==> src/rtl/aes_pkg.sv <==
// ============================================================================
// aes_pkg: shared types and frame sizing for the AES SPI front end.
// Revision: 1.0
// ============================================================================
`default_nettype none

package aes_pkg;

  localparam int AES_BLOCK_BITS = 128;

  typedef enum logic [1:0] {
    IDLE      = 2'd0,
    SHIFT_IN  = 2'd1,
    RUN       = 2'd2,
    SHIFT_OUT = 2'd3
  } spi_state_t;

  typedef struct packed {
    logic [31:0] frame;
    logic [31:0] cnt_w;
  } frame_cfg_t;

  // Frame length and a bit-counter width that can also hold FRAME+1.
  function automatic frame_cfg_t frame_cfg(input int k);
    frame_cfg_t c;
    c.frame = 32'(k + AES_BLOCK_BITS);
    c.cnt_w = 32'($clog2(k + AES_BLOCK_BITS + 1));
    return c;
  endfunction

endpackage

`default_nettype wire

==> src/rtl/spi_edge_detect.sv <==
// ============================================================================
// spi_edge_detect: registers one SPI pin (optionally through a two-flop
// synchroniser when AES_SPI_SYNC_EN is defined) and reports rise/fall/level.
// Revision: 1.0
// ============================================================================
`default_nettype none

module spi_edge_detect (
  input  logic clk,
  input  logic reset,
  input  logic pin,
  output logic rise,
  output logic fall,
  output logic level
);

  logic w_pin_s;
  logic r_cur;
  logic r_prev;

`ifdef AES_SPI_SYNC_EN
  logic [1:0] r_sync;

  always_ff @(posedge clk or negedge reset) begin
    if (!reset) begin
      r_sync <= 2'b00;
    end else begin
      r_sync <= {r_sync[0], pin};
    end
  end

  assign w_pin_s = r_sync[1];
`else
  assign w_pin_s = pin;
`endif

  always_ff @(posedge clk or negedge reset) begin
    if (!reset) begin
      r_cur  <= 1'b0;
      r_prev <= 1'b0;
    end else begin
      r_cur  <= w_pin_s;
      r_prev <= r_cur;
    end
  end

  assign rise  = r_cur & ~r_prev;
  assign fall  = ~r_cur & r_prev;
  assign level = r_cur;

endmodule

`default_nettype wire

==> src/rtl/aes_spi_frontend.sv <==
// ============================================================================
// aes_spi_frontend: SPI framing around the AES core - deserialises key and
// message, runs the core, serialises the result. Option: AES_SPI_SYNC_EN.
// Revision: 1.0
// ============================================================================
`default_nettype none

module aes_spi_frontend
  import aes_pkg::*;
#(
  parameter int K = 128
) (
  input  logic                      clk,
  input  logic                      reset,
  input  logic                      sck,
  input  logic                      sdi,
  input  logic                      load,
  input  logic                      dir,
  output logic                      sdo,
  output logic                      ready,
  output logic                      frame_err,
  output logic                      core_ce,
  output logic [K-1:0]              core_key,
  output logic [AES_BLOCK_BITS-1:0] core_msg,
  output logic                      core_dir,
  input  logic                      core_done,
  input  logic [AES_BLOCK_BITS-1:0] core_out
);

  localparam frame_cfg_t CFG = frame_cfg(K);
  localparam int FRAME = int'(CFG.frame);
  localparam int CW    = int'(CFG.cnt_w);
  localparam int OW    = $clog2(AES_BLOCK_BITS);

  localparam logic [CW-1:0] CNT_FULL = CW'(FRAME);
  localparam logic [CW-1:0] CNT_SAT  = CW'(FRAME + 1);
  localparam logic [OW-1:0] OUT_LAST = OW'(AES_BLOCK_BITS - 1);

  logic w_sck_rise, w_sck_fall, w_sck_level;
  logic w_sdi_rise, w_sdi_fall, w_sdi_level;
  logic w_load_rise, w_load_fall, w_load_level;
  logic w_dir_rise, w_dir_fall, w_dir_level;

  spi_edge_detect u_sck  (.clk(clk), .reset(reset), .pin(sck),
                          .rise(w_sck_rise), .fall(w_sck_fall), .level(w_sck_level));
  spi_edge_detect u_sdi  (.clk(clk), .reset(reset), .pin(sdi),
                          .rise(w_sdi_rise), .fall(w_sdi_fall), .level(w_sdi_level));
  spi_edge_detect u_load (.clk(clk), .reset(reset), .pin(load),
                          .rise(w_load_rise), .fall(w_load_fall), .level(w_load_level));
  spi_edge_detect u_dir  (.clk(clk), .reset(reset), .pin(dir),
                          .rise(w_dir_rise), .fall(w_dir_fall), .level(w_dir_level));

  logic w_unused_edges;
  assign w_unused_edges = ^{w_sck_level, w_sdi_rise, w_sdi_fall, w_dir_rise, w_dir_fall};

  spi_state_t               r_state, w_state_nxt;
  logic [FRAME-1:0]          r_sr_in;
  logic [CW-1:0]             r_cnt;
  logic [AES_BLOCK_BITS-1:0] r_sr_out;
  logic [OW-1:0]             r_out_cnt;
  logic                      r_ready;
  logic                      r_frame_err;
  logic                      r_core_dir;

  logic w_shift_in, w_shift_out, w_frame_ok, w_frame_bad, w_capture;

  always_ff @(posedge clk or negedge reset) begin
    if (!reset) begin
      r_state <= IDLE;
    end else begin
      r_state <= w_state_nxt;
    end
  end

  // A load rise overrides everything, including an sck edge in the same cycle.
  always_comb begin
    w_state_nxt = r_state;
    w_shift_in  = 1'b0;
    w_shift_out = 1'b0;
    w_frame_ok  = 1'b0;
    w_frame_bad = 1'b0;
    w_capture   = 1'b0;
    if (w_load_rise) begin
      w_state_nxt = SHIFT_IN;
    end else begin
      case (r_state)
        IDLE: begin
          w_state_nxt = IDLE;
        end
        SHIFT_IN: begin
          if (w_load_fall) begin
            if (r_cnt == CNT_FULL) begin
              w_state_nxt = RUN;
              w_frame_ok  = 1'b1;
            end else begin
              w_state_nxt = IDLE;
              w_frame_bad = 1'b1;
            end
          end else if (w_sck_rise && w_load_level) begin
            w_shift_in = 1'b1;
          end
        end
        RUN: begin
          if (core_done) begin
            w_state_nxt = SHIFT_OUT;
            w_capture   = 1'b1;
          end
        end
        SHIFT_OUT: begin
          if (w_sck_fall) begin
            w_shift_out = 1'b1;
            if (r_out_cnt == OUT_LAST) begin
              w_state_nxt = IDLE;
            end
          end
        end
        default: begin
          w_state_nxt = IDLE;
        end
      endcase
    end
  end

  always_ff @(posedge clk or negedge reset) begin
    if (!reset) begin
      r_sr_in     <= '0;
      r_cnt       <= '0;
      r_sr_out    <= '0;
      r_out_cnt   <= '0;
      r_ready     <= 1'b0;
      r_frame_err <= 1'b0;
      r_core_dir  <= 1'b0;
    end else begin
      if (w_load_rise) begin
        r_cnt    <= '0;
        r_sr_out <= '0;
        r_ready  <= 1'b0;
      end
      if (w_shift_in) begin
        r_sr_in <= {r_sr_in[FRAME-2:0], w_sdi_level};
        if (r_cnt != CNT_SAT) begin
          r_cnt <= r_cnt + 1'b1;
        end
      end
      if (w_frame_ok) begin
        r_frame_err <= 1'b0;
        r_core_dir  <= w_dir_level;
      end
      if (w_frame_bad) begin
        r_frame_err <= 1'b1;
      end
      if (w_capture) begin
        r_sr_out  <= core_out;
        r_ready   <= 1'b1;
        r_out_cnt <= '0;
      end
      if (w_shift_out) begin
        r_sr_out  <= {r_sr_out[AES_BLOCK_BITS-2:0], 1'b0};
        r_out_cnt <= r_out_cnt + 1'b1;
        if (r_out_cnt == OUT_LAST) begin
          r_ready <= 1'b0;
        end
      end
    end
  end

  // The core is held in its load condition everywhere except RUN.
  assign core_ce   = (r_state != RUN);
  assign core_key  = r_sr_in[FRAME-1:AES_BLOCK_BITS];
  assign core_msg  = r_sr_in[AES_BLOCK_BITS-1:0];
  assign core_dir  = r_core_dir;
  assign sdo       = r_sr_out[AES_BLOCK_BITS-1];
  assign ready     = r_ready;
  assign frame_err = r_frame_err;

endmodule

`default_nettype wire

==> config.mk <==
export PLATFORM = sky130hd
export DESIGN_NAME = aes_spi_frontend
export DESIGN_NICKNAME = d
export VERILOG_FILES = /design/src/rtl/aes_pkg.sv /design/src/rtl/spi_edge_detect.sv /design/src/rtl/aes_spi_frontend.sv
export SDC_FILE = /design/constraint.sdc
export NUM_CORES = 1
export LEC_CHECK = 0
export ABC_CLOCK_PERIOD_IN_PS = 2000
export CORE_ASPECT_RATIO = 1.2
export CORE_MARGIN = 1.5
export CORE_UTILIZATION = 48
export DETAILED_ROUTE_END_ITERATION = 10
export PLACE_DENSITY_LB_ADDON = 0.25
export RECOVER_POWER = 50
export SYNTH_ARGS = -nofsm -noshare
export SYNTH_HDL_FRONTEND = slang
export SYNTH_HIERARCHICAL = 1
export SYNTH_SLANG_ARGS = --single-unit
==> constraint.sdc <==
create_clock -name clk -period 2 [get_ports clk]
set_input_delay 0.3 -clock clk [delete_from_list [all_inputs] [get_ports clk]]
set_output_delay 0.3 -clock clk [all_outputs]
set_load 0.02 [all_outputs]
==> key figures <==
Run status
  • Status: finished, final reports clean

Route
  • DR iter-0 viols: 1,191
  • Routed length per instance: about 16 um
  • Post-route DRC: 0
  • Drt pass-1 iters: 5
  • WL met3: between 2000 and 3000 um
  • Met2 WL: 22,300 um
  • Final ANT Viol Nets: 0
  • Via count: 14,900
  • Metal-1 WL: 18,800 um
  • WL final: 45,400 um
  • Vias per cell: 5.33
  • Max layer used: met5

Global routing
  • Initial antenna violation count: 1
  • Tot GR Track Use: 0.240
  • First-pass GRT wire length: 72,600 um
  • Vias in the first global route: 14,000
  • Grt ovf: 0
  • Largest net degree at the start of global routing: 150

STA
  • Total negative slack: 0 ps
  • Setup violations, final: 0
  • Final Max Slew Viols: 0
  • Final period util: 0.963
  • Final min period: 1930 ps
  • Slew margin rel.: 0.249
  • Transition time of the tightest slew-check pin: 1130 ps
  • Unrepaired setup endpoints after global routing: no
  • Clock Skew: 15.6 ps
  • Final Hold Vio Count: 0
  • Worst Setup Slack, final: around 75 ps
  • Fmax: 519 MHz

Die
  • Die width: 176 um
  • IO Count: slightly below 400
  • Starting density of the core: 0.484
  • Die area: 0.0372 sq mm
  • Row cnt: 76
  • Die height: 211 um
  • Placeable Area: 0.0358 sq mm

Placed design
  • DP HPWL: 30,300 um
  • Placed Area: ~0.022 sq mm
  • GP Congestion: between 0.8 and 0.9
  • Setup slack at placement: 69.4 ps
  • I/O Buffers: 395

Pwr
  • Peak supply drop: 0.500 mV
  • Pwr Total: 17.3 mW
  • Pleak: 11.6 nW
  • Pwr dens: around 740 mW/mm^2

Logic synthesis
  • Cells after Synth: 1,942
  • Syn nets: roughly 2,100
  • Mapped cell area: approximately 0.017 sq mm
  • Avg Cell Area, Syn: 8.91 sq um
  • Yosys warns: 6

Setup path
  • Arr. time, crit path: 1630 ps
  • CP Max Fanout: 3
  • Worst Path Class, Setup: flop to output pin
  • Crit. path cell count: 1
  • Worst path cell trace: clkdlybuf4s50_1
  • Startpoint types: flop
  • Largest stage delay on the critical path: 700 ps
  • Nature of the critical path endpoint: output pin
  • Worst Path Buf+Inv: 1
  • R2R depth: 8
  • Top delay family on crit path: buffers and inverters
  • CP required: 1700 ps
  • Slowest CP cell: clkdlybuf4s50_1

Min path
  • Worst hold path depth: 3
  • Min-delay worst type: input port to flop

Clocking
  • Worst skew pair latency: between 500 and 600 ps
  • CTS tree: yes
  • Htree depth: 2
  • CTS sink cnt: 411
  • Total CTS buffers: 42
  • Clk root buf: clkbuf_16
  • Reg clk slew, reported paths: approximately 60 ps
  • Clk buf depth: 3

Final layout
  • Design Area, Final: 0.0233 sq mm
  • # fillers: 2,839
  • Ant. Diodes: 0
  • Layout Utilization: 0.653
  • Final Net Count: 2,438
  • Share of layout cells above drive strength 1: 0.0554
  • Syn-to-layout area delta: 34.8%

Flow run
  • Max-Cap Viols: 0
-- cells in the final DEF, fill, tap and decap left out, drive strengths merged, types with 5 or more instances in the layout --
master         instances
a21oi                  5
a311oi               127
and3                   5
buf                   40
clkbuf                88
clkdlybuf4s50        378
dfrtp                411
dlygate4sd3           15
ha                     7
inv                    7
mux2i                 11
nand2                905
nand2b                 7
nand3                135
nand4                  6
nor2                 138
o21ai                  7
-- power breakdown --
part / internal (mW) / leakage, nW / switching, mW
combinational: 0.340 / 5.15 / 0.431
clock: 4.96 / 0.713 / 3.23
sequential: 8.34 / 5.70 / 0.0236
-- worst paths after layout --
path | startpoint | endpoint | slack [ps]
setup / recovery | r_sr_in[44] | core_msg[44] | 70
hold / removal | core_done | r_sr_out[0] | 190
setup reg to reg | r_state[1] | r_sr_in[203] | 120
hold reg to reg | u_sck/level | u_sck/r_prev | 400
max in group asynchronous | reset | r_sr_in[114] | 300
min in group asynchronous | reset | r_sr_in[13] | 250
-- cell type report --
type | count | area [sq um] | share of cell area
clock buffers | 67 | 1300 | 0.0555
inverters | 6 | 22.5 | 0.000965
repair buffers | 456 | 4650 | 0.199
clock inverters | 10 | 156 | 0.00670
well taps | 468 | 586 | 0.0251
multi-input cells | 1379 | 6340 | 0.272
flip-flops and latches | 411 | 10300 | 0.441
-- stage by stage --
stage,hold slack (ps),std cells
3_3_place_gp,266,2716
4_1_cts,173,2794
6_report,194,2797
3_5_place_dp,264,2716
5_1_grt,185,2797
2_1_floorplan,4.41,1942
-- metal layers --
metal,vias up,track usage
li1,7058,-
met1,7266,0.320
met2,512,0.395
met3,70,0.0432
met4,2,0.0824
met5,-,0
-- state kept, by name, summed over array words and instances (netlist names) --
signal         cells
u_dir/level        1
ready              1
r_sr_in          256
u_sck/level        1
r_state            2
u_sdi/level        1
r_cnt              9
frame_err          1
core_dir           1
r_sr_out         128
u_sck/r_prev       1
u_load/r_prev      1
u_load/level       1
r_out_cnt          7
-- worst min-delay path, delay by kind of cell --
family	cells	cell delay [ps]
compound gates	1	70
buf+inv	1	190
simple gates	1	110
-- timing repair --
item	CTS	global route
setup buffers	0	2
hold buffers	1	0
endpoints found under the setup margin	1	109
cloned	0	1
endpoints found under the hold margin	34	0
pin swaps	0	0
gates resized for setup	2	2
No activity file was read; power rests on OpenSTA's default activity.
==> variant, RTL diff (same settings) <==
Re-encode `spi_state_t` (4 states) as one-hot, 4 bits wide.
--- a/src/rtl/aes_pkg.sv
+++ b/src/rtl/aes_pkg.sv
@@ -8,11 +8,11 @@
 
   localparam int AES_BLOCK_BITS = 128;
 
-  typedef enum logic [1:0] {
-    IDLE      = 2'd0,
-    SHIFT_IN  = 2'd1,
-    RUN       = 2'd2,
-    SHIFT_OUT = 2'd3
+  typedef enum logic [3:0] {
+    IDLE      = 4'b0001,
+    SHIFT_IN  = 4'b0010,
+    RUN       = 4'b0100,
+    SHIFT_OUT = 4'b1000
   } spi_state_t;
 
   typedef struct packed {
Check against the original RTL: same outputs for any inputs over 4 cycles, from zero or initial values and one cycle with reset low; so few cycles prove little.
==> variant against the original RTL <==
The flow now finishes with violations (setup timing). Global-route usage about the same. Setup slack worse by 0.21 ns. Clock power down 9.2%. First-iteration DRC count down 6.9%. Sequential cell count up 2. Total power up 0.59%. Area after synthesis down 4.0%. Design area down 0.64%. Fmax down 9.6%. Routed wire length up 1.2%. Critical path type is now register to register. Largest cell class unchanged.
==> variant: results (changes against the original RTL) <==
metric,value,unit,change
ys.warnings.count,6,,unchanged
leakage_dissipation,11.1,nW,-4.1%
worst_slew_margin_relative_to_its_limit,26.8,%,+1.9 points
crit_path_max_fanout,5,,+2
crit_path_end,r_cnt[3],,
grt.total_usage,24.0,%,-0.030 points
final_nets,2326,,-4.6%
max-vdd-ir-drop,472,uV,-5.4%
critical_path.reg2reg.startpoint,r_state[0],,
initial_antenna_violation_count,2,,+1
timing.critical_path.arrival,2.59,ns,+0.96 ns
gp_congestion,0.823,,-3.7%
final_layout_size_suffix_gt1_share,6.73,%,+1.2 points
report.final.setup_viol,220,,+220
postSynthNetCount,1930,,-7.4%
syn-instance-count,1791,,-7.8%
cell_at_the_root_of_the_clock_tree,sky130_fd_sc_hd__clkbuf_16,,
final.fill_count,2631,,-7.3%
hold_path_class,input port to asynchronous set/reset pin,,
route.detailed.vias_per_inst,5.30,,-0.58%
dp_cells,2576,,-5.2%
vias_in_the_first_global_route,13700,,-2.5%
minimum_setup_slack_in_the_final_design,-0.131,ns,-0.205 ns
drtIter0Drc,1109,,-6.9%
cts-buffers-inserted,41,,-2.4%
clock-skew-final,0.0155,ns,-0.0000671 ns
grt_start_max_net_pins,105,,-30%
setup_tns,-11.84,ns,-11.84 ns
outcome,"complete, but fails checks",,
violations_in_the_final_reports,setup timing,,
==> variant: area by class of cell <==
class                           instances  share of cell area (%)
Antenna cell                            2                  0.0216
Clock inverter                         10                   0.486
Tap cell                              456                    2.46
Clock buffer                           59                    4.98
Timing Repair Buffer                  468                    22.1
Inverter                                4                  0.0648
Sequential cell                       413                    44.6
Multi-Input combinational cell       1259                    25.3
==> variant: report_power, final <==
part	internal, W	switching [W]
registers	0.00869	0.000204
clock network	0.00426	0.00317
logic	0.000620	0.000479
total	0.0136	0.00385
==> variant: critical path: stages (launching register included) <==
cell                      delay [ns]
sky130_fd_sc_hd__dfstp_2        0.37
sky130_fd_sc_hd__or4b_4         0.53
sky130_fd_sc_hd__or4_4          0.48
sky130_fd_sc_hd__or4_1          0.53
sky130_fd_sc_hd__a21oi_1        0.14
==> variant: worst min path at each step <==
stage | startpoint | endpoint | slack, ns | cells past startpoint
2_1_floorplan | reset | core_dir | 0.004 | 0
3_3_place_gp | reset | r_sr_in[170] | 0.18 | 1
3_5_place_dp | reset | r_sr_in[172] | 0.18 | 1
4_1_cts | dir | u_dir/level | 0.17 | 1
5_1_grt | reset | r_sr_in[172] | 0.20 | 2
6_report | reset | r_sr_in[215] | 0.21 | 2
==> variant: repair_timing <==
item,CTS,global route
resized for setup,11,19
hold buffers,1,0
hold endpoints to repair,171,0
setup endpoints to repair,262,292
buffers inserted,2,1
pin swaps,1,1
cloned,2,18
==> variant: per-layer routing <==
metal / up-vias / GRT usage, % / routed length, um
met4: 0 / 8.01 / 1320
met1: 6912 / 30.0 / 18500
met3: 88 / 5.31 / 3030
met5: - / 0 / 0
li1: 6627 / - / -
met2: 527 / 41.4 / 23100
==> variant: stage by stage <==
stage	hold slack [ns]	util [%]	power (W)	area, um^2	setup slack (ns)
3_5_place_dp	0.181	62.8	0.0101	21400	-0.134
2_1_floorplan	0.00441	-	0.00949	16800	-0.169
4_1_cts	0.173	66.9	0.0176	22800	-0.116
6_report	0.210	68.1	0.0174	23200	-0.131
5_1_grt	0.200	68.0	0.0180	23200	-0.178
3_3_place_gp	0.181	62.8	0.0101	21400	-0.0823
